## src/rtl/combining_branch_predictor_if.sv

```systemverilog
// Decode-lookup and EX-resolve signal bundle for the tournament predictor.
// master: hazard/decode/EX side; slave: the predictor itself.
interface combining_branch_predictor_if #(
    parameter int ADDR_WIDTH = 32,
    parameter int FIFO_DEPTH = 4
);
    localparam int CW = $clog2(FIFO_DEPTH) + 1;

    logic [ADDR_WIDTH-1:0] i_pc;
    logic                  i_dec_valid;
    logic                  i_dec_is_jump;
    logic                  i_dec_advance;
    logic                  o_prediction;
    logic                  o_prediction1;
    logic                  o_prediction2;
    logic                  i_res_valid;
    logic                  i_res_outcome;
    logic                  i_res_prediction;
    logic                  i_res_prediction1;
    logic                  i_res_prediction2;
    logic                  o_fifo_full;
    logic [CW-1:0]         o_fifo_count;

    modport master (
        output i_pc, i_dec_valid, i_dec_is_jump, i_dec_advance,
        output i_res_valid, i_res_outcome, i_res_prediction,
        output i_res_prediction1, i_res_prediction2,
        input  o_prediction, o_prediction1, o_prediction2,
        input  o_fifo_full, o_fifo_count
    );

    modport slave (
        input  i_pc, i_dec_valid, i_dec_is_jump, i_dec_advance,
        input  i_res_valid, i_res_outcome, i_res_prediction,
        input  i_res_prediction1, i_res_prediction2,
        output o_prediction, o_prediction1, o_prediction2,
        output o_fifo_full, o_fifo_count
    );
endinterface

```

## src/rtl/combining_branch_predictor.sv

```systemverilog
// Tournament predictor: bimodal + gshare + chooser, trained via an in-flight index FIFO.
// Optional BRANCH_PRED_STATS_EN adds resolve / mispredict counters.
module combining_branch_predictor #(
    parameter int ADDR_WIDTH = 32,
    parameter int INDEX_BITS = 8,
    parameter int GHR_BITS   = 8,
    parameter int FIFO_DEPTH = 4
) (
    input  logic clk,
    input  logic rst_n,
    combining_branch_predictor_if.slave bp
`ifdef BRANCH_PRED_STATS_EN
    ,
    output logic [31:0] o_stat_branches,
    output logic [31:0] o_stat_mispredicts
`endif
);
    localparam int   ENTRIES   = 1 << INDEX_BITS;
    localparam int   PW        = $clog2(FIFO_DEPTH);
    localparam int   CW        = PW + 1;
    localparam logic TAKEN     = 1'b1;
    localparam logic NOT_TAKEN = 1'b0;

    typedef logic [INDEX_BITS-1:0] idx_t;

    typedef struct packed {
        idx_t bidx;
        idx_t gidx;
    } inflight_t;

    logic [1:0]          bimodal [ENTRIES];
    logic [1:0]          gshare  [ENTRIES];
    logic [1:0]          chooser [ENTRIES];
    logic [GHR_BITS-1:0] ghr;
    inflight_t           fifo    [FIFO_DEPTH];
    logic [PW-1:0]       wr_ptr;
    logic [PW-1:0]       rd_ptr;
    logic [CW-1:0]       count;

    idx_t      bidx;
    idx_t      gidx;
    inflight_t head;
    logic      full;
    logic      push;
    logic      pop;
    logic      mispredict;
    logic      chooser_train;
    logic      chooser_up;
    logic      pred;
    logic      pred1;
    logic      pred2;
    logic      pc_unused;

    function automatic logic [1:0] sat_step(input logic [1:0] c, input logic up);
        if (up) begin
            return (c == 2'b11) ? c : c + 2'd1;
        end
        return (c == 2'b00) ? c : c - 2'd1;
    endfunction

    assign bidx = bp.i_pc[INDEX_BITS+1:2];
    assign gidx = bidx ^ idx_t'(ghr);
    assign pc_unused = ^{bp.i_pc[ADDR_WIDTH-1:INDEX_BITS+2], bp.i_pc[1:0]};

    // Lookup reads pre-update state; jumps and bubbles force fixed answers.
    always_comb begin
        pred1 = bimodal[bidx][1];
        pred2 = gshare[gidx][1];
        pred  = chooser[bidx][1] ? pred2 : pred1;
        if (!bp.i_dec_valid) begin
            pred1 = NOT_TAKEN;
            pred2 = NOT_TAKEN;
            pred  = NOT_TAKEN;
        end else if (bp.i_dec_is_jump) begin
            pred1 = TAKEN;
            pred2 = TAKEN;
            pred  = TAKEN;
        end
    end

    assign bp.o_prediction  = pred;
    assign bp.o_prediction1 = pred1;
    assign bp.o_prediction2 = pred2;

    assign full = (count == CW'(FIFO_DEPTH));
    assign push = bp.i_dec_valid & ~bp.i_dec_is_jump
                & bp.i_dec_advance & ~full;
    assign pop  = bp.i_res_valid & (count != '0);
    assign head = fifo[rd_ptr];

    assign mispredict    = pop & (bp.i_res_prediction != bp.i_res_outcome);
    assign chooser_train = pop & (bp.i_res_prediction1 != bp.i_res_prediction2);
    assign chooser_up    = (bp.i_res_prediction2 == bp.i_res_outcome);

    assign bp.o_fifo_full  = full;
    assign bp.o_fifo_count = count;

    always_ff @(posedge clk or negedge rst_n) begin
        if (!rst_n) begin
            for (int i = 0; i < ENTRIES; i++) begin
                bimodal[i] <= 2'b01;
                gshare[i]  <= 2'b01;
                chooser[i] <= 2'b01;
            end
        end else if (pop) begin
            bimodal[head.bidx] <= sat_step(bimodal[head.bidx], bp.i_res_outcome);
            gshare[head.gidx]  <= sat_step(gshare[head.gidx], bp.i_res_outcome);
            if (chooser_train) begin
                chooser[head.bidx] <= sat_step(chooser[head.bidx], chooser_up);
            end
        end
    end

    always_ff @(posedge clk or negedge rst_n) begin
        if (!rst_n) begin
            ghr <= '0;
        end else if (pop) begin
            ghr <= {ghr[GHR_BITS-2:0], bp.i_res_outcome == TAKEN};
        end
    end

    // A mispredict squashes every younger branch, including one pushed now.
    always_ff @(posedge clk or negedge rst_n) begin
        if (!rst_n) begin
            wr_ptr <= '0;
            rd_ptr <= '0;
            count  <= '0;
            for (int i = 0; i < FIFO_DEPTH; i++) begin
                fifo[i] <= '0;
            end
        end else if (mispredict) begin
            wr_ptr <= '0;
            rd_ptr <= '0;
            count  <= '0;
        end else begin
            if (push) begin
                fifo[wr_ptr] <= '{bidx: bidx, gidx: gidx};
                wr_ptr       <= wr_ptr + PW'(1);
            end
            if (pop) begin
                rd_ptr <= rd_ptr + PW'(1);
            end
            count <= count + CW'(push) - CW'(pop);
        end
    end

`ifdef BRANCH_PRED_STATS_EN
    always_ff @(posedge clk or negedge rst_n) begin
        if (!rst_n) begin
            o_stat_branches    <= '0;
            o_stat_mispredicts <= '0;
        end else begin
            if (pop) begin
                o_stat_branches <= o_stat_branches + 32'd1;
            end
            if (mispredict) begin
                o_stat_mispredicts <= o_stat_mispredicts + 32'd1;
            end
        end
    end
`endif
endmodule

```

## src/flat_wrapper.sv

```systemverilog
// flat-port wrapper written by rule: the top's interface ports become plain ports
module combining_branch_predictor_flat 
#(
    parameter int ADDR_WIDTH = 32,
    parameter int INDEX_BITS = 8,
    parameter int GHR_BITS   = 8,
    parameter int FIFO_DEPTH = 4
)
  (clk, rst_n, bp_i_pc, bp_i_dec_valid, bp_i_dec_is_jump, bp_i_dec_advance, bp_i_res_valid, bp_i_res_outcome, bp_i_res_prediction, bp_i_res_prediction1, bp_i_res_prediction2, bp_o_prediction, bp_o_prediction1, bp_o_prediction2, bp_o_fifo_full, bp_o_fifo_count);
  combining_branch_predictor_if #(.ADDR_WIDTH(ADDR_WIDTH), .FIFO_DEPTH(FIFO_DEPTH)) bp_i ();
  input  logic clk;
  input  logic rst_n;
  input wire logic [$bits(bp_i.i_pc)-1:0] bp_i_pc;
  input wire logic [$bits(bp_i.i_dec_valid)-1:0] bp_i_dec_valid;
  input wire logic [$bits(bp_i.i_dec_is_jump)-1:0] bp_i_dec_is_jump;
  input wire logic [$bits(bp_i.i_dec_advance)-1:0] bp_i_dec_advance;
  input wire logic [$bits(bp_i.i_res_valid)-1:0] bp_i_res_valid;
  input wire logic [$bits(bp_i.i_res_outcome)-1:0] bp_i_res_outcome;
  input wire logic [$bits(bp_i.i_res_prediction)-1:0] bp_i_res_prediction;
  input wire logic [$bits(bp_i.i_res_prediction1)-1:0] bp_i_res_prediction1;
  input wire logic [$bits(bp_i.i_res_prediction2)-1:0] bp_i_res_prediction2;
  output wire logic [$bits(bp_i.o_prediction)-1:0] bp_o_prediction;
  output wire logic [$bits(bp_i.o_prediction1)-1:0] bp_o_prediction1;
  output wire logic [$bits(bp_i.o_prediction2)-1:0] bp_o_prediction2;
  output wire logic [$bits(bp_i.o_fifo_full)-1:0] bp_o_fifo_full;
  output wire logic [$bits(bp_i.o_fifo_count)-1:0] bp_o_fifo_count;
  assign bp_i.i_pc = bp_i_pc;
  assign bp_i.i_dec_valid = bp_i_dec_valid;
  assign bp_i.i_dec_is_jump = bp_i_dec_is_jump;
  assign bp_i.i_dec_advance = bp_i_dec_advance;
  assign bp_i.i_res_valid = bp_i_res_valid;
  assign bp_i.i_res_outcome = bp_i_res_outcome;
  assign bp_i.i_res_prediction = bp_i_res_prediction;
  assign bp_i.i_res_prediction1 = bp_i_res_prediction1;
  assign bp_i.i_res_prediction2 = bp_i_res_prediction2;
  assign bp_o_prediction = bp_i.o_prediction;
  assign bp_o_prediction1 = bp_i.o_prediction1;
  assign bp_o_prediction2 = bp_i.o_prediction2;
  assign bp_o_fifo_full = bp_i.o_fifo_full;
  assign bp_o_fifo_count = bp_i.o_fifo_count;
  combining_branch_predictor #(.ADDR_WIDTH(ADDR_WIDTH), .INDEX_BITS(INDEX_BITS), .GHR_BITS(GHR_BITS), .FIFO_DEPTH(FIFO_DEPTH)) u_core (.clk(clk), .rst_n(rst_n), .bp(bp_i));
endmodule
```

## config.mk

```make
export PLATFORM = sky130hd
export DESIGN_NAME = combining_branch_predictor_flat
export DESIGN_NICKNAME = d
export VERILOG_FILES = /design/src/rtl/combining_branch_predictor_if.sv /design/src/rtl/combining_branch_predictor.sv /design/src/flat_wrapper.sv
export SDC_FILE = /design/constraint.sdc
export NUM_CORES = 2
export LEC_CHECK = 0
export BUFFER_PORTS_ARGS = -buffer_cell sky130_fd_sc_hd__buf_4
export CAP_MARGIN = 20
export CORE_MARGIN = 3
export CORE_UTILIZATION = 50
export CTS_CLUSTER_DIAMETER = 30
export DETAILED_ROUTE_END_ITERATION = 6
export GPL_TIMING_DRIVEN = 0
export PLACE_DENSITY = 0.72
export SKIP_CTS_REPAIR_TIMING = 1
export SLEW_MARGIN = 20
export SYNTH_ARGS = -nofsm -noshare
export SYNTH_HDL_FRONTEND = slang
export SYNTH_SLANG_ARGS = --single-unit
```

## constraint.sdc

```tcl
create_clock -name clk -period 7.62 [get_ports clk]
set_input_delay 0.381 -clock clk [delete_from_list [all_inputs] [get_ports clk]]
set_output_delay 0.381 -clock clk [all_outputs]
set_load 0.005 [all_outputs]
```

# Word-level counts from Yosys, hierarchy flattened
# Index checks and enable logic that the tools add are counted.
# totals
ff_bits	1615
latch_bits	0
ram_bits	0
rom_bits	0
inputBits	42
output_inout_bits	7
wordCells	897
mem_count	0
# op_classes
addsub	10
multipliers	0
n_div	0
order_cmp	9
n_eq_ne	7
n_shift	0
n_mux	64
bitwise_logic	16
reduce_logical	11
# op_table
operator	n
$bwmux 512	3
$bmux 2 s8	6
$mux 2	34
$bwmux 64	1
$mux 16	3
$ge 9x9->1 const B	4
$not 8->9	4
$bmux 16 s2	1
$demux 16 s2	1
$demux 2 s8	2
$lt 9x1->1 const B	2
$mux 1	12
$add 2x1->2 const B	5
$xor 8x8->8	1
$and 1x1->1	6
$eq 2x2->1 const B	3
$ge 3x3->1 const B	2
$logic_not 2->1	3
$not 2->3	2
$sub 2x1->2 const B	3
$reduce_and 2->1	2
$reduce_bool 2->1	2
$add 3x1->3	1
$eq 3x3->1 const B	1
8 further kinds	13

# Depth between registers and ports, before layout
# logic_depth
word_depth	15
ltp_mapped	21
mapped_depth_nobuf	10

# Worst setup path after synthesis
# OpenSTA, ideal clock, no wires.
# synth_timing
path_kind	input to output
startpoint	in bp_i_pc[2]
endpoint	out bp_o_prediction
arrival_time_ps	4151
required_time_ps	7239
setup_slack_ps	3088
cell_stages	11
path_buffers	3
cell_sequence	clkbuf_1 xor2_1 clkbuf_1 buf_2 mux4_2 mux4_2 mux4_2 mux2i_1 a31oi_1 a21oi_1 nor2b_1
# synth_between
elab_chain_cells	8
elab_cells_between_ends	15
classes_between	mux (12); bitwise (3)
# synth_lines
element	line_no	text
start: declaration	flat_wrapper.sv:13	input wire logic [$bits(bp_i.i_pc)-1:0] bp_i_pc;
$xor 8x8->8	combining_branch_predictor.sv:62	assign gidx = bidx ^ idx_t'(ghr);
$not 8->9 (implied by the code)	combining_branch_predictor.sv:68	pred2 = gshare[gidx][1];
$bmux 2 s8	combining_branch_predictor.sv:68	
$mux 2 (implied by the code) (2 in a row)	combining_branch_predictor.sv:68	
$mux 1 (*)	combining_branch_predictor.sv:69	pred = chooser[bidx][1] ? pred2 : pred1;
$mux 1 (*)	combining_branch_predictor.sv:74	end else if (bp.i_dec_is_jump) begin
$mux 1 (*)	combining_branch_predictor.sv:70	if (!bp.i_dec_valid) begin
end: declaration	flat_wrapper.sv:22	output wire logic [$bits(bp_i.o_prediction)-1:0] bp_o_prediction;
# Every way passes the cells marked *; elsewhere a longest branch is shown, timed or not. The select of a mux whose other input is x is not followed.

# Worst setup path in the final report
# layout_timing
startpoint	reg u_core.rd_ptr[1]
endpoint	reg u_core.chooser[419] (netlist bit)
# layout_between
elab_chain_cells	15
elab_cells_between_ends	24
classes_between	add/sub (2); order compare (2); eq/ne (1); mux (15); bitwise (2); reduce/logical (2)
# layout_lines
element	line_no	text
start: declaration	combining_branch_predictor.sv:37	logic [PW-1:0] rd_ptr;
start signal: assignment	combining_branch_predictor.sv:141	rd_ptr <= rd_ptr + PW'(1);
$not 2->3 (implied by the code) (*)	combining_branch_predictor.sv:89	assign head = fifo[rd_ptr];
$bmux 16 s2 (*)	combining_branch_predictor.sv:89	
$mux 16 (implied by the code) (*) (2 in a row)	combining_branch_predictor.sv:89	
$not 8->9 (implied by the code) (*)	combining_branch_predictor.sv:109	chooser[head.bidx] <= sat_step(chooser[head.bidx], chooser_up);
$bmux 2 s8	combining_branch_predictor.sv:109	
$mux 2 (implied by the code) (2 in a row)	combining_branch_predictor.sv:109	
$add 2x1->2 / $eq 2x2->1 (equally long branches)	combining_branch_predictor.sv:56	return (c == 2'b11) ? c : c + 2'd1;
$mux 2	combining_branch_predictor.sv:56	
$mux 2	combining_branch_predictor.sv:55	if (up) begin
$mux 2	combining_branch_predictor.sv:58	return (c == 2'b00) ? c : c - 2'd1;
$mux 2	combining_branch_predictor.sv:108	if (chooser_train) begin
$mux 2	combining_branch_predictor.sv:105	end else if (pop) begin
$bwmux 512 (*)	combining_branch_predictor.sv:109	
end signal: indexed assignment	combining_branch_predictor.sv:109	
end: declaration	combining_branch_predictor.sv:33	logic [1:0] chooser [ENTRIES];
# Marked as above.
# A chain may end at the register's enable or synchronous reset.

==> flow_metrics.py <==
metrics = {
    "outcome": {
        "status": "complete, but fails checks",
        "violations": "design-rule violations, negative setup slack",
    },
    "sta": {
        "setup_viol": 27,
        "max_slew_margin_pct": 10.2,
        "fmax_mhz": 128,
        "whs_ns": 0.0591,
        "finClkSkew_ns": 0.119,
        "fin_crit_sh_pct": 103,
        "final_hold_viol_count": 0,
        "final-max-slew-violation-count": 0,
        "rsz0062_at_grt": "no",
        "worst_slack_ns": -0.192,
        "worstMarginPinSlew_ns": 1.35,
        "finalCriticalPeriod_ns": 7.81,
    },
    "global_routing": {
        "grt_max_degree": 152,
        "grt_pass1_vias": 74011,
        "grt_usage_pct": 42.5,
        "grt_pass1_wl_um": 519000,
        "grt-ovfl-total": 0,
        "antenna_found_initial": 17,
    },
    "setup_path": {
        "r2r_cells": 16,
        "r2r_start": "u_core.rd_ptr[1]",
        "path_class": "register to register",
        "crit_top_cell": "buf_2",
        "crit_buf_inv": 9,
        "crit_path_max_incr_delay_ns": 0.92,
        "crit_chain": "buf_2 -> buf_4 -> mux2i_1 -> mux2_2 -> buf_2 -> buf_2 -> buf_2 -> buf_2 -> clkbuf_1 -> clkbuf_1 -> nand3_1 -> nor2_1 -> clkbuf_1 -> nand2_1 -> nand2_1 -> o21ai_0",
        "rrSetupSlack_ns": -0.19,
        "crit_path_max_fanout": 10,
        "cp-endpoint": "u_core.chooser[419]",
        "path_delay_family": "buffers and inverters",
        "worst_setup_path_end_kind": "register",
        "arrival_ns": 8.62,
        "crit_cells": 16,
        "crit_slowest_cell": "clkbuf_1",
        "crit_start": "u_core.rd_ptr[1]",
        "r2r-end": "u_core.chooser[419]",
        "cp.required_ns": 8.43,
        "start_kind": "register",
    },
    "yosys": {
        "yosysTopAreaCell": "dfrtp_1",
        "syn-num-nets": 8268,
        "synth_area_mm2": 0.0830,
        "yosysMostFrequentCell": "nand2_1",
        "synth_cells": 8219,
        "yosysSeqAreaShare_pct": 49.8,
        "postSynthRegisterBits": 1615,
        "synth.avg_cell_area_um2": 10.1,
        "synth_cell_types": 80,
        "async_reset_ff_share_pct": 100,
        "yosys.area.top_type_share_pct": 25.5,
        "synthFlopType": "dfrtp_1",
        "synth_edf_count": 0,
        "synth_common_cells": "nand2_1 (2194), o21ai_0 (1261), dfrtp_1 (847)",
        "ys.warnings.count": 0,
        "synthTopCellsByArea": "dfrtp_1 (26%), dfstp_2 (24%), mux4_2 (11%)",
    },
    "place": {
        "io_buffers": 17,
        "dp_hpwl_um": 247000,
        "place_congestion": 1.09,
        "dp_slack_ns": 0.327,
    },
    "floorplanning": {
        "core_mm2": 0.164,
        "rows": 148,
        "fp.dieW_um": 414,
        "die_y_um": 414,
        "initial_core_util_pct": 50.7,
        "dieArea_mm2": 0.171,
        "io_pins": 49,
    },
    "detailed_routing": {
        "via_count": 76535,
        "wl_met3_um": 56600,
        "wl_per_cell_um": 32.9,
        "vias_per_cell": 6.87,
        "routed-wl-met2_um": 147000,
        "m1WireLength_um": 123000,
        "antenna_left": 0,
        "highest_layer": "met5",
        "drt-total-wl_um": 367000,
        "dr.pass1.iters": 7,
        "drc": 12,
        "drt_iter0_drc": 12867,
    },
    "clock_network": {
        "root_buffer": "clkbuf_16",
        "clkTransAtPathRegs_ns": 0.05,
        "htree_levels": 5,
        "numCtsBuffers": 372,
        "clkLatencyLatePin_ns": 0.99,
        "clock_path_buffers": 4,
        "cts_tree": "built",
        "cts_sinks": 1615,
    },
    "power": {
        "switching_share_pct": 49.0,
        "p_leak_nw": 39.1,
        "finalPower_mw": 57.4,
        "powerDensity_mw_per_mm2": 574,
        "max-vdd-ir-drop_v": 0.000721,
        "internal-power_mw": 29.2,
        "p_clk_share_pct": 29.1,
        "pwr-share-seq_pct": 21.2,
        "p_comb_share_pct": 49.7,
        "p_switching_mw": 28.1,
    },
    "run": {
        "timing.max_cap.violations": 0,
    },
    "cells_and_area": {
        "synthToLayoutAreaGrowth_pct": 20.3,
        "drive_above_1_share_pct": 25.2,
        "multi_input_area_mm2": 0.0387,
        "fillCellCount": 13159,
        "fin_util_pct": 60.9,
        "seqCellArea_mm2": 0.0414,
        "nets": 8698,
    },
    "worst_hold_path": {
        "min_path_type": "input port to register",
        "hold_path_depth": 5,
    },
}
==> cell usage in the layout (no fill, tap or decap), types with 13 or more instances in the layout <==
| master | count |
|---|---|
| clkbuf_2 | 50 |
| clkbuf_8 | 66 |
| dfstp_2 | 768 |
| a31oi_1 | 204 |
| o21ai_1 | 72 |
| and2_1 | 14 |
| a22oi_1 | 95 |
| nor2_1 | 271 |
| clkbuf_16 | 379 |
| clkinv_4 | 14 |
| buf_4 | 66 |
| buf_6 | 54 |
| clkinvlp_4 | 25 |
| clkinv_2 | 73 |
| nor2_2 | 15 |
| o21ai_0 | 1261 |
| bufinv_16 | 55 |
| nand4_1 | 30 |
| o22ai_1 | 28 |
| a311o_1 | 14 |
| mux2_2 | 66 |
| o31ai_2 | 15 |
| nor3_1 | 34 |
| buf_16 | 13 |
| dfrtp_1 | 847 |
| a211oi_1 | 36 |
| and3_1 | 14 |
| o31ai_1 | 68 |
| a21oi_1 | 297 |
| nand3_1 | 56 |
| nand2b_1 | 15 |
| diode_2 | 22 |
| o211ai_1 | 14 |
| a311oi_1 | 15 |
| buf_2 | 134 |
| nand2_1 | 2194 |
| mux4_2 | 395 |
| clkbuf_1 | 399 |
| nor2b_1 | 47 |
| mux2i_1 | 516 |
==> worst min-delay path, cell delays in order <==
cell and delay, ns:
buf_4 0.11, nand2_1 0.05, nor3_1 0.06, ha_1 0.26
nor2b_1 0.12
==> worst min-delay path by stage <==
stage / startpoint / to / slack [ns]
after floorplan: rst_n / u_core.bimodal[101] / 0.09
after global placement: u_core.fifo[54] / u_core.fifo[54] / 0.46
final: bp_i_dec_advance / u_core.bp.o_fifo_count[0] / 0.06
after CTS: rst_n / u_core.gshare[139] / -0.77
after global routing: bp_i_dec_advance / u_core.bp.o_fifo_count[0] / 0.08
after detailed placement: rst_n / u_core.gshare[191] / 0.22
==> layer usage <==
metal,GRT usage (%),up-vias
met1,50.6,37243
met4,37.6,14
li1,-,30452
met3,18.7,2092
met5,0.172,-
met2,58.0,6734
==> layout make-up <==
class,count,share of cell area (%)
Multi-Input combinational cell,5958,38.8
Inverter,8,0.0301
Antenna cell,22,0.0551
Clock buffer,492,10.6
Clock inverter,178,2.44
Tap cell,2175,2.72
Sequential cell,1615,41.4
Timing Repair Buffer,56,0.785
Buffer,638,3.18
==> registers in the layout (all words and copies together), names as in the netlist <==
name	cells
u_core.bimodal	512
u_core.bp.o_fifo_count	3
u_core.chooser	512
u_core.fifo	64
u_core.ghr	8
u_core.gshare	512
u_core.rd_ptr	2
u_core.wr_ptr	2
==> kinds of logic (layout without fill, tap and decap cells) <==
logic type	after synthesis	in the layout	synth area share [%]
xor gates and xnor gates	19	19	0.200
and+or+nand+nor	2746	2746	13.1
muxes	982	982	18.0
other	0	22	0
AOI/OAI and AO/OA	2200	2200	14.9
adders and majority gates	11	11	0.163
DFF	1615	1615	49.8
buffers and inverters	646	1372	3.77
==> power groups by stage <==
stage	clock network (mW)	registers [mW]	logic, mW
after floorplan	0	11.7	14.8
after global placement	0	12.0	25.9
after detailed placement	0	12.2	26.4
after CTS	16.6	12.1	26.6
after global routing	17.1	12.3	28.5
final	16.7	12.2	28.5
==> per-stage QoR <==
stage	cell area, µm²	std cells	setup TNS (ns)
3_3_place_gp	85900	10411	-
6_report	99900	11142	-2.28
3_5_place_dp	86700	10443	0
5_1_grt	99800	11120	0
4_1_cts	99700	11113	0
2_1_floorplan	83000	8219	0
Note: power is estimated with default switching activity, not from simulation.
